`src/rtl/nibble_serial_adder_ctrl_pkg.sv`:
```
// Shared definitions for the nibble-serial adder sequencer: state encoding,
// default operand width and the nibble-counter width helper.
// Pure declarations; no logic, no latency, no backpressure.
package nibble_serial_adder_ctrl_pkg;

  typedef enum logic [1:0] {
    ST_IDLE = 2'd0,
    ST_RUN  = 2'd1,
    ST_DONE = 2'd2
  } state_e;

  localparam int DEFAULT_WIDTH = 16;

  // Counter width for stepping through nib nibbles; never narrower than 1 bit.
  function automatic int cnt_width(input int nib);
    return (nib <= 2) ? 1 : $clog2(nib);
  endfunction

endpackage

```
`src/rtl/full_adder_4bit.sv`:
```
// 4-bit ripple adder used as the shared nibble datapath.
// Latency: purely combinational.
// Backpressure: none.
module full_adder_4bit (
  input  logic [3:0] a,
  input  logic [3:0] b,
  input  logic       ci,
  output logic [3:0] s,
  output logic       co
);

  // Five-bit sum so the carry-out falls out of the top bit.
  assign {co, s} = {1'b0, a} + {1'b0, b} + {4'b0000, ci};

endmodule

```
`src/rtl/nibble_serial_adder_ctrl.sv`:
```
// WIDTH-bit add/subtract computed one nibble per clock through one 4-bit adder.
// Latency: done pulses in the cycle after the NIB-th RUN edge following the start edge.
// Backpressure: start is ignored while busy; no queuing of requests.
module nibble_serial_adder_ctrl
  import nibble_serial_adder_ctrl_pkg::*;
#(
  parameter int WIDTH = DEFAULT_WIDTH
) (
  input  logic             clk,
  input  logic             rst,
  input  logic             start,
  input  logic             sub,
  input  logic [WIDTH-1:0] a,
  input  logic [WIDTH-1:0] b,
  input  logic             c_in,
  output logic             busy,
  output logic             done,
  output logic [WIDTH-1:0] sum,
  output logic             c_out,
  output logic             ovf
);

  localparam int NIB = WIDTH / 4;
  localparam int CW  = cnt_width(NIB);

  state_e           state_q, state_d;
  logic [WIDTH-1:0] a_sr_q, b_sr_q, res_q;
  logic [WIDTH-1:0] a_sr_d, b_sr_d, res_d;
  logic [CW-1:0]    cnt_q;
  logic             cy_q;
  logic             a_msb_q, bx_msb_q;
  logic [WIDTH-1:0] sum_q;
  logic             c_out_q, ovf_q;

  logic             accept;
  logic             last;
  logic [3:0]       nib_sum;
  logic             nib_co;

  // A request is taken whenever no operation is running, including the DONE cycle.
  assign accept = start && (state_q != ST_RUN);
  assign last   = (cnt_q == CW'(NIB - 1));

  full_adder_4bit u_nib_adder (
    .a  (a_sr_q[3:0]),
    .b  (b_sr_q[3:0]),
    .ci (cy_q),
    .s  (nib_sum),
    .co (nib_co)
  );

  // Shift next-values: operands move right, result fills from the MSB end.
  always_comb begin
    a_sr_d = {4'b0000, a_sr_q[WIDTH-1:4]};
    b_sr_d = {4'b0000, b_sr_q[WIDTH-1:4]};
    res_d  = {nib_sum, res_q[WIDTH-1:4]};
  end

  // State register.
  always_ff @(posedge clk) begin
    if (rst) state_q <= ST_IDLE;
    else     state_q <= state_d;
  end

  // Next-state logic: RUN for NIB cycles, a single DONE cycle, then back to IDLE.
  always_comb begin
    state_d = state_q;
    case (state_q)
      ST_IDLE: if (start) state_d = ST_RUN;
      ST_RUN:  if (last)  state_d = ST_DONE;
      ST_DONE: state_d = start ? ST_RUN : ST_IDLE;
      default: state_d = ST_IDLE;
    endcase
  end

  // Datapath: load operands on accept, step one nibble per RUN cycle, publish at the end.
  always_ff @(posedge clk) begin
    if (rst) begin
      a_sr_q   <= '0;
      b_sr_q   <= '0;
      res_q    <= '0;
      cnt_q    <= '0;
      cy_q     <= 1'b0;
      a_msb_q  <= 1'b0;
      bx_msb_q <= 1'b0;
      sum_q    <= '0;
      c_out_q  <= 1'b0;
      ovf_q    <= 1'b0;
    end else if (accept) begin
      // Subtraction is A + ~B + 1; the +1 rides in on the initial carry.
      a_sr_q   <= a;
      b_sr_q   <= sub ? ~b : b;
      cy_q     <= sub ? 1'b1 : c_in;
      cnt_q    <= '0;
      a_msb_q  <= a[WIDTH-1];
      bx_msb_q <= sub ? ~b[WIDTH-1] : b[WIDTH-1];
    end else if (state_q == ST_RUN) begin
      a_sr_q <= a_sr_d;
      b_sr_q <= b_sr_d;
      res_q  <= res_d;
      cy_q   <= nib_co;
      cnt_q  <= cnt_q + CW'(1);
      if (last) begin
        sum_q   <= res_d;
        c_out_q <= nib_co;
        ovf_q   <= (a_msb_q == bx_msb_q) && (res_d[WIDTH-1] != a_msb_q);
      end
    end
  end

  assign busy  = (state_q == ST_RUN);
  assign done  = (state_q == ST_DONE);
  assign sum   = sum_q;
  assign c_out = c_out_q;
  assign ovf   = ovf_q;

endmodule
```
`config.mk`:
```
export PLATFORM = sky130hd
export DESIGN_NAME = nibble_serial_adder_ctrl
export DESIGN_NICKNAME = d
export VERILOG_FILES = /design/src/rtl/nibble_serial_adder_ctrl_pkg.sv /design/src/rtl/full_adder_4bit.sv /design/src/rtl/nibble_serial_adder_ctrl.sv
export SDC_FILE = /design/constraint.sdc
export NUM_CORES = 1
export LEC_CHECK = 0
export ABC_AREA = 1
export BUFFER_PORTS_ARGS = -buffer_cell sky130_fd_sc_hd__buf_2
export CAP_MARGIN = 0
export CORE_MARGIN = 2
export CORE_UTILIZATION = 35
export CTS_CLUSTER_SIZE = 30
export DETAILED_ROUTE_END_ITERATION = 10
export GPL_TIMING_DRIVEN = 0
export PLACE_DENSITY = 0.56
export SYNTH_ARGS = -nofsm -noshare
export SYNTH_HDL_FRONTEND = slang
export SYNTH_SLANG_ARGS = --single-unit
```
`constraint.sdc`:
```
create_clock -name clk -period 2.4 [get_ports clk]
set_clock_uncertainty 0.2 [all_clocks]
set_input_delay 0.72 -clock clk [delete_from_list [all_inputs] [get_ports clk]]
set_output_delay 0.72 -clock clk [all_outputs]
set_load 0.1 [all_outputs]
```
# Word-level counts from Yosys, hierarchy flattened
# Cells that the tools add are included.
[totals]
word_cells = 46
output_inout_bits = 20
input_bits = 37
register_bits = 73
[op_classes]
n_eq_ne = 8
n_mux = 13
addsub = 3
n_reduce_logical = 8
bitwise_logic = 3
[ops]
columns = ["op", "n"]
rows = [
  ["two-way mux 16 bit", 5],
  ["NOT 16 bit", 1],
  ["one-hot mux 2 bit (3 select lines)", 1],
  ["adder 4 x 4 -> 5 bit", 1],
  ["adder 5 x 1 -> 5 bit", 1],
  ["two-way mux 1 bit", 5],
  ["== test 2 bit (second input constant)", 2],
  ["two-way mux 2 bit", 2],
  ["!= test 2 x 1 -> 1 bit (second input constant)", 2],
  ["AND reduction 2 bit", 2],
  ["AND reduction 3 bit", 1],
  ["adder 2 x 1 -> 2 bit (second input constant)", 1],
  ["== test 2 x 1 -> 1 bit (second input constant)", 1],
  ["logical AND 1 bit", 2],
  ["zero test 2 bit", 1],
  ["!= test 2 bit (second input constant)", 1],
  ["NOT 1 bit", 2],
  ["nonzero test 2 bit", 1],
  ["OR reduction 2 bit", 1],
  ["== test 1 bit", 1],
  ["!= test 1 bit", 1],
]

# Longest topological paths before layout
# Gate-level depths: netlist of the first run.
[depth]
depth_word = 4
mapped_depth = 9
ltp_nobuf = 8

# By module
# From an unflattened synthesis of the first run, not the netlist that was laid out.
[hier_totals]
hier_cells = 431
area_unflattened_um2 = 3139.3
[by_module_without_submodules]
columns = ["mod", "seq_area_each_um2", "area_per_inst_um2", "cells_per_inst", "n_inst"]
rows = [
  ["nibble_serial_adder_ctrl", 1381.3, 2974.1, 406, 1],
  ["full_adder_4bit", 0.0, 165.2, 25, 1],
]

# Worst setup path before layout of the first run
# Ideal clock, no wire load.
[synth_timing]
path_type = "reg-to-output"
start = "reg state_q[1]"
end = "out done"
n_path_buf = 0
path_stages_with_launch = 3
slack_ns = -0.125
t_required_ns = 1.480
arrival_time_ns = 1.605
path_cell_list = "dfxtp_1 -> inv_1 -> nor2_1"
[synth_via]
elab_chain_cells = 1
[synth_lines]
columns = ["element", "line", "text"]
rows = [
  ["start: declaration", "nibble_serial_adder_ctrl.sv:26", "state_e state_q, state_d;"],
  ["start signal: assignment", "nibble_serial_adder_ctrl.sv:62", "else state_q <= state_d;"],
  ["== test 2 bit", "nibble_serial_adder_ctrl.sv:112", "assign done = (state_q == ST_DONE);"],
  ["end: declaration", "nibble_serial_adder_ctrl.sv:17", "output logic done,"],
]
# Every way passes these cells.

# Worst setup path after layout of the first run
[layout_timing]
start = "reg state_q[1]"
end = "out busy"
[layout_via]
elab_chain_cells = 1
[layout_lines]
columns = ["element", "line", "text"]
rows = [
  ["== test 2 x 1 -> 1 bit", "nibble_serial_adder_ctrl.sv:111", "assign busy = (state_q == ST_RUN);"],
  ["end: declaration", "nibble_serial_adder_ctrl.sv:16", "output logic busy,"],
]
# Every way passes these cells.

==> results of run 1 <==
==> layout by cell type, fill, tap and decap left out, types with 2 or more instances in the layout <==
cell type  Yosys  routed
buf_2          6      58
o21bai_1       2       2
nand2_1      115     115
clkinv_2       2       6
a21oi_1       15      15
buf_4          4       4
fa_1           2       2
o221ai_1       5       5
clkbuf_8       0       9
nand2_4        3       3
inv_1         31      31
nand3_1       19      19
o21ai_0       15      15
clkbuf_1       4       5
a31oi_1       13      13
dfxtp_1       69      69
inv_2          3       2
o21ai_1        5       5
ha_1           4       4
buf_1          3       3
o211ai_1       7       7
buf_6          4       4
nor2_1        33      32
xor2_1        18      18
==> worst register-to-register path: cells and delay by family (launching register included) <==
| kind | cells | cell delay (ns) |
|---|---|---|
| AO/OA/AOI/OAI | 3 | 0.35 |
| adder cells (fa/ha/maj) | 2 | 0.90 |
| flip-flops | 1 | 0.34 |
| AND/OR/NAND/NOR | 1 | 0.08 |
==> cell families after synthesis <==
logic type | after synthesis | share of synthesized area (%)
XOR/XNOR | 18 | 5.263
flip-flops | 69 | 46.12
AO/OA/AOI/OAI | 64 | 12.78
AND/OR/NAND/NOR | 173 | 23.64
adder cells (fa/ha/maj) | 6 | 3.008
buffers and inverters | 58 | 9.190
==> registers in the layout, indices dropped and copies added (netlist names), 2 cells and up <==
name     count
sum         16
a_sr_q      16
b_sr_q      16
state_q      2
cnt_q        2
res_q       12
==> worst max-delay path by stage <==
stage / slack (ns) / from / to / cells past startpoint
2_1_floorplan: 0.34 / state_q[1] / done / 2
3_3_place_gp: 0.15 / state_q[0] / busy / 4
3_5_place_dp: 0.13 / state_q[0] / busy / 4
4_1_cts: 0.05 / state_q[0] / busy / 3
5_1_grt: 0.006 / state_q[1] / busy / 4
6_report: 0.1 / state_q[1] / busy / 4
==> through the flow <==
| step | area [sq um] | power, uW | util, % | hold WS (ns) |
|---|---|---|---|---|
| finish | 3586 | 2457 | 43.42 | 0.2600 |
| global placement | 3400 | 1583 | 41.17 | 0.2498 |
| global route | 3586 | 2591 | 43.42 | 0.2809 |
| CTS | 3585 | 2494 | 43.41 | 0.2650 |
| floorplan | 2998 | 1486 | - | 0.2302 |
| detailed placement | 3400 | 1589 | 41.17 | 0.2542 |
==> power groups by stage <==
stage	registers, uW	clock network, uW	logic, uW
final	1240	894	320
after CTS	1240	928	325
after floorplan	1260	0	227
after global routing	1250	980	363
after detailed placement	1270	0	321
after global placement	1270	0	317
==> final cells by class <==
class                      instances  share of cell area [%]
sequential                        69                   38.52
multi-input combinational        261                   37.40
timing repair buffer              54                   7.816
inverter                          37                   4.047
tap                              105                   3.664
clock buffer                      10                   3.559
buffer                            20                   3.524
clock inverter                     5                   1.465
==> cells in the mapped netlist <==
| master | count | share of area, % |
|---|---|---|
| buf_2 | 6 | 1.0 |
| o21a_1 | 1 | 0.25 |
| o31ai_1 | 1 | 0.25 |
| inv_4 | 1 | 0.21 |
| o21bai_1 | 2 | 0.50 |
| clkbuf_1 | 4 | 0.50 |
| nand2_4 | 3 | 1.1 |
| buf_1 | 3 | 0.38 |
| o221ai_1 | 5 | 1.5 |
| nand3_1 | 19 | 3.2 |
| ha_1 | 4 | 1.7 |
| buf_6 | 4 | 1.5 |
| o21ai_1 | 5 | 0.84 |
| dfxtp_1 | 69 | 46 |
| inv_2 | 3 | 0.38 |
| nor2_4 | 1 | 0.38 |
| fa_1 | 2 | 1.3 |
| o21ai_0 | 15 | 2.5 |
| o211ai_1 | 7 | 1.8 |
| clkinv_2 | 2 | 0.33 |
| nand2_2 | 1 | 0.21 |
| a21oi_1 | 15 | 2.5 |
| or2_2 | 1 | 0.21 |
| a31oi_1 | 13 | 2.7 |
| inv_1 | 31 | 3.9 |
| xor2_1 | 18 | 5.3 |
| buf_4 | 4 | 1.0 |
| nand2_1 | 115 | 14 |
| nor2_1 | 33 | 4.1 |
==> metal layers <==
metal  vias to the layer above  wire [um]
li1                       1368          -
met1                      1160       3270
met2                        58       3270
met3                        10        392
met4                         0         99
met5                         -          0
==> repair_timing <==
item	in CTS	in global routing
setup endpoints to repair	1	1
resized for setup	3	1
endpoints found under the hold margin	0	0
setup buffers	0	0
==> out/results.ini, run 1 <==
[timing]
tightest_slew_ns = 0.5938
setup_slack_ns = 0.09588
finalHoldViolations = 0
min_period_ns = 2.304
final-setup-viol-count = 0
slew_headroom_pct = 60.41
slew_violations = 0
max_freq_mhz = 434.0
rsz0062_at_grt = false
tns_ns = 0
min_period_over_period_pct = 96.01

[cts]
h-tree-depth = 3
holdBufCountCts = 0
tritoncts = yes
clock_sinks = 69
clock_latency_ns = 0.34
cts_made_buffers = 9
cts_root_buf = clkbuf_8
clkTransAtPathRegs_ns = 0.07
cts.path.max_buffers = 2

[worst_setup_path]
crit_buf_inv = 3
worstReg2RegEnd = cy_q
reg2reg_slack_ns = 0.41
rr_startpoint = a_sr_q[0]
crit_type = flop to output port
cp_slowest_stage_delay_ns = 0.32
arrival_ns = 1.38
start_kind = flop
crit_chain = inv_1, nand2_4, clkinv_2, buf_8
crit_fanout = 13
cp-end-kind = output port
slowest_stage = dfxtp_1
required_ns = 1.48
critical-path-top-delay-family = buffers and inverters
reg2reg_depth = 6

[finish]
final_nets = 495
multi_input_area_sq_um = 1341
num-fill-cells = 889
final_layout_size_suffix_gt1_share_pct = 20.61
area_delta_synth_final_pct = 19.72
seqCellArea_sq_um = 1381
diodes = 0
final_cells = 561

[power]
power_leakage_uw = 0.001700
p_switching_uw = 658.1
sw_frac_of_total_pct = 26.79
p_per_area_nw_per_um2 = 685.1
intPower_uw = 1799
comb_power_share_pct = 13.0
seqPwrFrac_pct = 50.6
ir_drop_mv = 0.4492
clkPwrFrac_pct = 36.4

[global_routing]
use_met2_pct = 26.50
grt_pass1_wl_um = 11560
use_met3_pct = 4.577
grt_pass1_vias = 2450
grt_max_degree = 14
grt.total_usage_pct = 16.39
grt.met1_usage_pct = 20.92
top_usage_layer = met2
grt_overflow = 0
grt_antenna_before_repair = 0

[synthesis]
syn_area_sq_um = 2995
ys_ff_latch = 69
synth_nets = 431
ys.warnings.count = 0
synth.avg_cell_area_sq_um = 7.720
ys_seq_area_share_pct = 46.12
syn_inst = 388
synth_cell_type_count = 29

[min_path]
holdPathEnd = a_sr_q[14]
hold_path.class = flop to flop
min_from = a_sr_q[14]
hold_depth = 2

[route]
drc = 0
wl_per_cell_um = 12.53
drtPass1Iterations = 4
via_per_inst = 4.627
postRouteAntennaNets = 0
num_vias = 2596
drt_iter0_markers = 104
finalWirelength_um = 7032

[floorplanning]
io_pins = 57
fp.dieW_um = 96.51
rows = 33
die_y_um = 96.51
core-area_sq_um = 8258
initial_core_util_pct = 36.27
dieArea_sq_um = 9314

[flow_run]
maxCapViolCount = 0

[place]
io_buffers = 54
dp_hpwl_um = 5104
dp.cells = 547
place.gp.congestion = 0.8323
pre_cts_slack_ns = 0.1271

[status]
status = finished, final reports clean

Note: power is estimated with default switching activity, not from simulation.
==> run 2, diff against run 1 <==
--- a/config.mk
+++ b/config.mk
@@ -13,7 +13,7 @@
 export CTS_CLUSTER_SIZE = 30
 export DETAILED_ROUTE_END_ITERATION = 10
 export GPL_TIMING_DRIVEN = 0
-export PLACE_DENSITY = 0.56
+export PLACE_DENSITY_LB_ADDON = 0.25
 export SYNTH_ARGS = -nofsm -noshare
 export SYNTH_HDL_FRONTEND = slang
 export SYNTH_SLANG_ARGS = --single-unit
==> run 2 against run 1 <==
- die area unchanged
- critical path depth fell by 1
- count of clock-buffer cells in the layout increased by 1
- via count up 1.7%
- fmax up 0.11%
- global-route usage shrank 0.13 points
- worst setup slack improved by 0.0025 ns
- largest cell class unchanged
==> out/results.ini, run 2 (same netlist as run 1, synthesis figures left out) <==
[timing]
slew_headroom_pct = 58.41  ; -2.0 points
rsz0062_at_grt = false
tightest_slew_ns = 0.6238  ; +0.03000 ns
min_period_over_period_pct = 95.90  ; -0.10 points
tns_ns = 0  ; unchanged
slew_violations = 0  ; unchanged
max_freq_mhz = 434.5  ; +0.11%
finalHoldViolations = 0  ; unchanged
min_period_ns = 2.302  ; -0.002504 ns
final-setup-viol-count = 0  ; unchanged

[floorplanning]
rows = 33  ; unchanged
fp.dieW_um = 96.51  ; unchanged
core-area_sq_um = 8258  ; unchanged
initial_core_util_pct = 36.27  ; unchanged
dieArea_sq_um = 9314  ; unchanged
io_pins = 57  ; unchanged
die_y_um = 96.51  ; unchanged

[route]
wl_met3_um = 299  ; -24%
postRouteAntennaNets = 0  ; unchanged
highest_layer = met4
via_per_inst = 4.698  ; +1.5%
drtPass1Iterations = 4  ; unchanged
wl_per_cell_um = 12.37  ; -1.3%
drc = 0  ; unchanged
num_vias = 2640  ; +1.7%
finalWirelength_um = 6951  ; -1.2%
met1_length_um = 3350  ; +2.4%
route.met2.wl_um = 3183  ; -2.7%
drt_iter0_markers = 90  ; -13%

[global_routing]
grt_max_degree = 14  ; unchanged
grt_overflow = 0  ; unchanged
grt_pass1_wl_um = 11450  ; -0.89%
grt.total_usage_pct = 16.26  ; -0.13 points
grt_antenna_before_repair = 0  ; unchanged
grt_pass1_vias = 2376  ; -3.0%

[finish]
final_layout_size_suffix_gt1_share_pct = 20.57  ; -0.045 points
final_core_util_pct = 43.15  ; -0.27 points
fin_area_sq_um = 3563  ; -0.63%
layout_commonest_cell = nand2_1
area_delta_synth_final_pct = 18.96
layout_common_cells = nand2_1, dfxtp_1, buf_2
diodes = 0  ; unchanged
final_nets = 495  ; unchanged

[worst_setup_path]
required_ns = 1.48  ; about the same
crit_type = flop to output port
cp_slowest_stage_delay_ns = 0.40  ; +0.08 ns
crit_fanout = 13  ; unchanged
arrival_ns = 1.38  ; about the same
slowest_stage = dfxtp_1
cp-end-kind = output port
start_kind = flop
crit_chain = nand2_4, inv_2, buf_8

[cts]
tritoncts = yes
post-cts-setup-buffers = 0  ; unchanged
cts_made_buffers = 9  ; unchanged
h-tree-depth = 3  ; unchanged
clock_sinks = 69  ; unchanged
clkTransAtPathRegs_ns = 0.07  ; about the same
cts.path.max_buffers = 2  ; unchanged
cts_root_buf = clkbuf_8
clock_latency_ns = 0.35  ; about the same

[power]
p_per_area_nw_per_um2 = 661.1  ; -3.5%
seqPwrFrac_pct = 52.7  ; +2.1 points
sw_frac_of_total_pct = 27.92  ; +1.1 points
totalPowerFinal_uw = 2356  ; -4.1%
ir_drop_mv = 0.3804  ; -15%
power_leakage_uw = 0.001691  ; -0.50%
comb_power_share_pct = 13.7  ; +0.7 points
clkPwrFrac_pct = 33.6  ; -2.8 points
p_switching_uw = 657.7  ; about the same
intPower_uw = 1698  ; -5.6%

[flow_run]
maxCapViolCount = 0  ; unchanged

[place]
place.gp.congestion = 0.8874  ; +6.6%
io_buffers = 54  ; unchanged
dp_hpwl_um = 5043  ; -1.2%
place_area_sq_um = 3400  ; unchanged

[min_path]
hold_path.class = flop to flop

[status]
status = finished, final reports clean

## run 2: what timing repair did
action                                  in CTS  in global routing
hold endpoints to repair                     0                  0
hold buffers                                 0                  0
endpoints found under the setup margin       1                  0
gates resized for setup                      3                  0
## run 2: stage by stage
stage / instances / hold slack, ns / setup slack, ns
after global routing: 562 / 0.2758 / 0.003856
final: 562 / 0.2595 / 0.09838
after floorplan: 388 / 0.2302 / 0.3371
after detailed placement: 547 / 0.2516 / 0.1461
after CTS: 562 / 0.2626 / 0.08059
after global placement: 547 / 0.2483 / 0.1500
## run 2: cell type report
| cell class | count | area (sq um) |
|---|---|---|
| buffer | 20 | 126.4 |
| clock buffer | 11 | 131.4 |
| clock inverter | 5 | 27.53 |
| fill | 913 | 4695 |
| inverter | 37 | 143.9 |
| multi-input combinational | 261 | 1341 |
| sequential | 69 | 1381 |
| tap | 105 | 131.4 |
| timing repair buffer | 54 | 280.3 |
## run 2: critical path, delay by kind of cell (launching register included)
| family | cells | cell delay [ns] |
|---|---|---|
| buffers and inverters | 2 | 0.48 |
| AND/OR/NAND/NOR | 1 | 0.15 |
| flip-flops | 1 | 0.40 |
## run 2: per-layer routing
layer  global-route usage [%]  vias to the layer above
li1                         -                     1368
met1                    20.60                     1198
met2                    26.04                       64
met3                    4.888                       10
met4                    6.221                        0
met5                        0                        -
## run 2: worst paths after layout
path	startpoint	endpoint	slack, ns	cells past startpoint
max	state_q[0]	busy	0.1	3
min	sum[14]	sum[14]	0.26	2
max reg2reg	a_sr_q[0]	sum[14]	0.42	5
min reg2reg	sum[14]	sum[14]	0.26	2
## run 2: power by group through the flow
stage / combinational [uW] / sequential (uW) / clock [uW]
floorplan: 227 / 1260 / 0
global placement: 316 / 1270 / 0
detailed placement: 321 / 1270 / 0
CTS: 325 / 1240 / 818
global route: 365 / 1250 / 870
finish: 323 / 1240 / 793
==> run 3, diff against run 2 <==
--- a/config.mk
+++ b/config.mk
@@ -8,6 +8,8 @@
 export ABC_AREA = 1
 export BUFFER_PORTS_ARGS = -buffer_cell sky130_fd_sc_hd__buf_2
 export CAP_MARGIN = 0
+export CELL_PAD_IN_SITES_DETAIL_PLACEMENT = 1
+export CELL_PAD_IN_SITES_GLOBAL_PLACEMENT = 1
 export CORE_MARGIN = 2
 export CORE_UTILIZATION = 35
 export CTS_CLUSTER_SIZE = 30
==> run 3 against run 2 <==
- sequential cell count is the same
- count of clock-buffer cells in the layout rose by 1
- critical endpoint unchanged
- combinational power up 2%
- total power up 7.1%
==> out/results.ini, run 3 (same netlist as run 1, synthesis figures left out) <==
[finish]
multi_input_area_sq_um = 1341  ; unchanged
seqCellArea_sq_um = 1381  ; unchanged
fin_area_sq_um = 3600  ; +1.0%
layout_common_cells = nand2_1, dfxtp_1, buf_2
final_nets = 495  ; unchanged
final_layout_size_suffix_gt1_share_pct = 20.57  ; unchanged
layout_commonest_cell = nand2_1
area_delta_synth_final_pct = 20.18
diodes = 0  ; unchanged
num-fill-cells = 1058  ; +16%

[timing]
final-setup-viol-count = 0  ; unchanged
hold_slack_ns = 0.2624  ; +0.002880 ns
min_period_ns = 2.224  ; -0.07731 ns
slew_headroom_pct = 60.42  ; +2.0 points
max_freq_mhz = 449.6  ; +3.5%
tightest_slew_ns = 0.5937  ; -0.03015 ns
rsz0062_at_grt = false
setup_slack_ns = 0.1757  ; +0.07731 ns
tns_ns = 0  ; unchanged
finalHoldViolations = 0  ; unchanged
min_period_over_period_pct = 92.68  ; -3.2 points
slew_violations = 0  ; unchanged

[cts]
cts_root_buf = clkbuf_8
h-tree-depth = 3  ; unchanged
cts.path.max_buffers = 2  ; unchanged
clock_latency_ns = 0.35  ; about the same
tritoncts = yes
clkTransAtPathRegs_ns = 0.08  ; about the same
cts_made_buffers = 9  ; unchanged
cts_resized = 3  ; unchanged
holdBufCountCts = 0  ; unchanged
clock_sinks = 69  ; unchanged
post-cts-setup-buffers = 0  ; unchanged

[place]
io_buffers = 54  ; unchanged
place.gp.congestion = 0.7884  ; -11%
pre_cts_slack_ns = 0.1197  ; -0.02640 ns
dp_hpwl_um = 5744  ; +14%
place_area_sq_um = 3400  ; unchanged

[route]
finalWirelength_um = 7750  ; +11%
drtPass1Iterations = 6  ; +2
drt_iter0_markers = 71  ; -21%
drc = 0  ; unchanged
postRouteAntennaNets = 0  ; unchanged
via_per_inst = 4.742  ; +0.95%
wl_per_cell_um = 13.79  ; +11%
num_vias = 2665  ; +0.95%

[floorplanning]
rows = 33  ; unchanged
dieArea_sq_um = 9314  ; unchanged
initial_core_util_pct = 36.27  ; unchanged
fp.dieW_um = 96.51  ; unchanged
io_pins = 57  ; unchanged
die_y_um = 96.51  ; unchanged
core-area_sq_um = 8258  ; unchanged

[worst_setup_path]
slowest_stage = dfxtp_1
worstReg2RegEnd = cy_q
required_ns = 1.48  ; about the same
rr_startpoint = a_sr_q[0]
cp-end-kind = output port
reg2reg_depth = 6  ; +1
crit_fanout = 13  ; unchanged
cp_slowest_stage_delay_ns = 0.40  ; about the same
crit_type = flop to output port
start_kind = flop
crit_chain = nand2_4, inv_4, buf_8
reg2reg_slack_ns = 0.43  ; about the same
arrival_ns = 1.30  ; -0.08 ns

[flow_run]
maxCapViolCount = 0  ; unchanged

[min_path]
holdPathEnd = sum[10]
min_from = res_q[14]
hold_path.class = flop to flop
hold_depth = 2  ; unchanged

[global_routing]
grt_pass1_vias = 2533  ; +6.6%
grt_pass1_wl_um = 12510  ; +9.2%
grt.total_usage_pct = 17.99  ; +1.7 points
grt_max_degree = 14  ; unchanged
grt_overflow = 0  ; unchanged
grt_antenna_before_repair = 0  ; unchanged

[status]
status = finished, final reports clean

[power]
power_leakage_uw = 0.001705  ; +0.79%
ir_drop_mv = 0.3573  ; -6.1%
p_per_area_nw_per_um2 = 701.1  ; +6.0%

==> run 3: cell count changes in the layout (fill, tap and decap cells not counted) <==
cell / delta
bufinv_16: +1
clkbuf_8: +1
clkinv_2: -2
inv_2: -1
inv_4: +1
==> run 3: final cells by class <==
| class | instances | share of cell area (%) |
|---|---|---|
| clock buffer | 12 | 4.032 |
| inverter | 37 | 4.067 |
| sequential | 69 | 38.37 |
| multi-input combinational | 261 | 37.26 |
| buffer | 20 | 3.511 |
| timing repair buffer | 54 | 7.786 |
| tap | 105 | 3.650 |
| clock inverter | 4 | 1.321 |
==> run 3: routing by layer <==
metal,GRT usage (%),part of all wire [%],vias up
met1,23.54,49,1231
met2,28.88,46,55
met3,5.198,3.9,8
li1,-,-,1371
met4,5.282,1.3,0
met5,0,0,-
==> run 3: metrics by stage <==
stage,total power (uW),instances,utilization [%]
after floorplan,1486,388,-
after global placement,1589,547,41.17
after detailed placement,1600,547,41.17
after CTS,2550,562,43.56
after global routing,2646,562,43.59
final,2524,562,43.59
==> run 3: where the power goes <==
group | switching, uW | leakage [uW] | total (uW) | internal, uW
sequential | 37.5 | 0.000564 | 1240 | 1210
clock | 445 | 0.0000964 | 951 | 506
combinational | 205 | 0.00104 | 330 | 125
==> run 3: worst max-delay path by stage <==
| stage | from | end | slack [ns] | cells past startpoint |
|---|---|---|---|---|
| after floorplan | state_q[1] | done | 0.34 | 2 |
| after global placement | state_q[0] | busy | 0.12 | 4 |
| after detailed placement | state_q[0] | busy | 0.12 | 4 |
| after CTS | state_q[0] | busy | 0.07 | 3 |
| after global routing | state_q[1] | busy | 0.09 | 4 |
| final | state_q[0] | busy | 0.18 | 3 |
==> run 3: critical path, delay by kind of cell, from the launching register on <==
kind                   cells  cell delay (ns)
buffers and inverters      2             0.40
DFF                        1             0.40
and+or+nand+nor            1             0.16
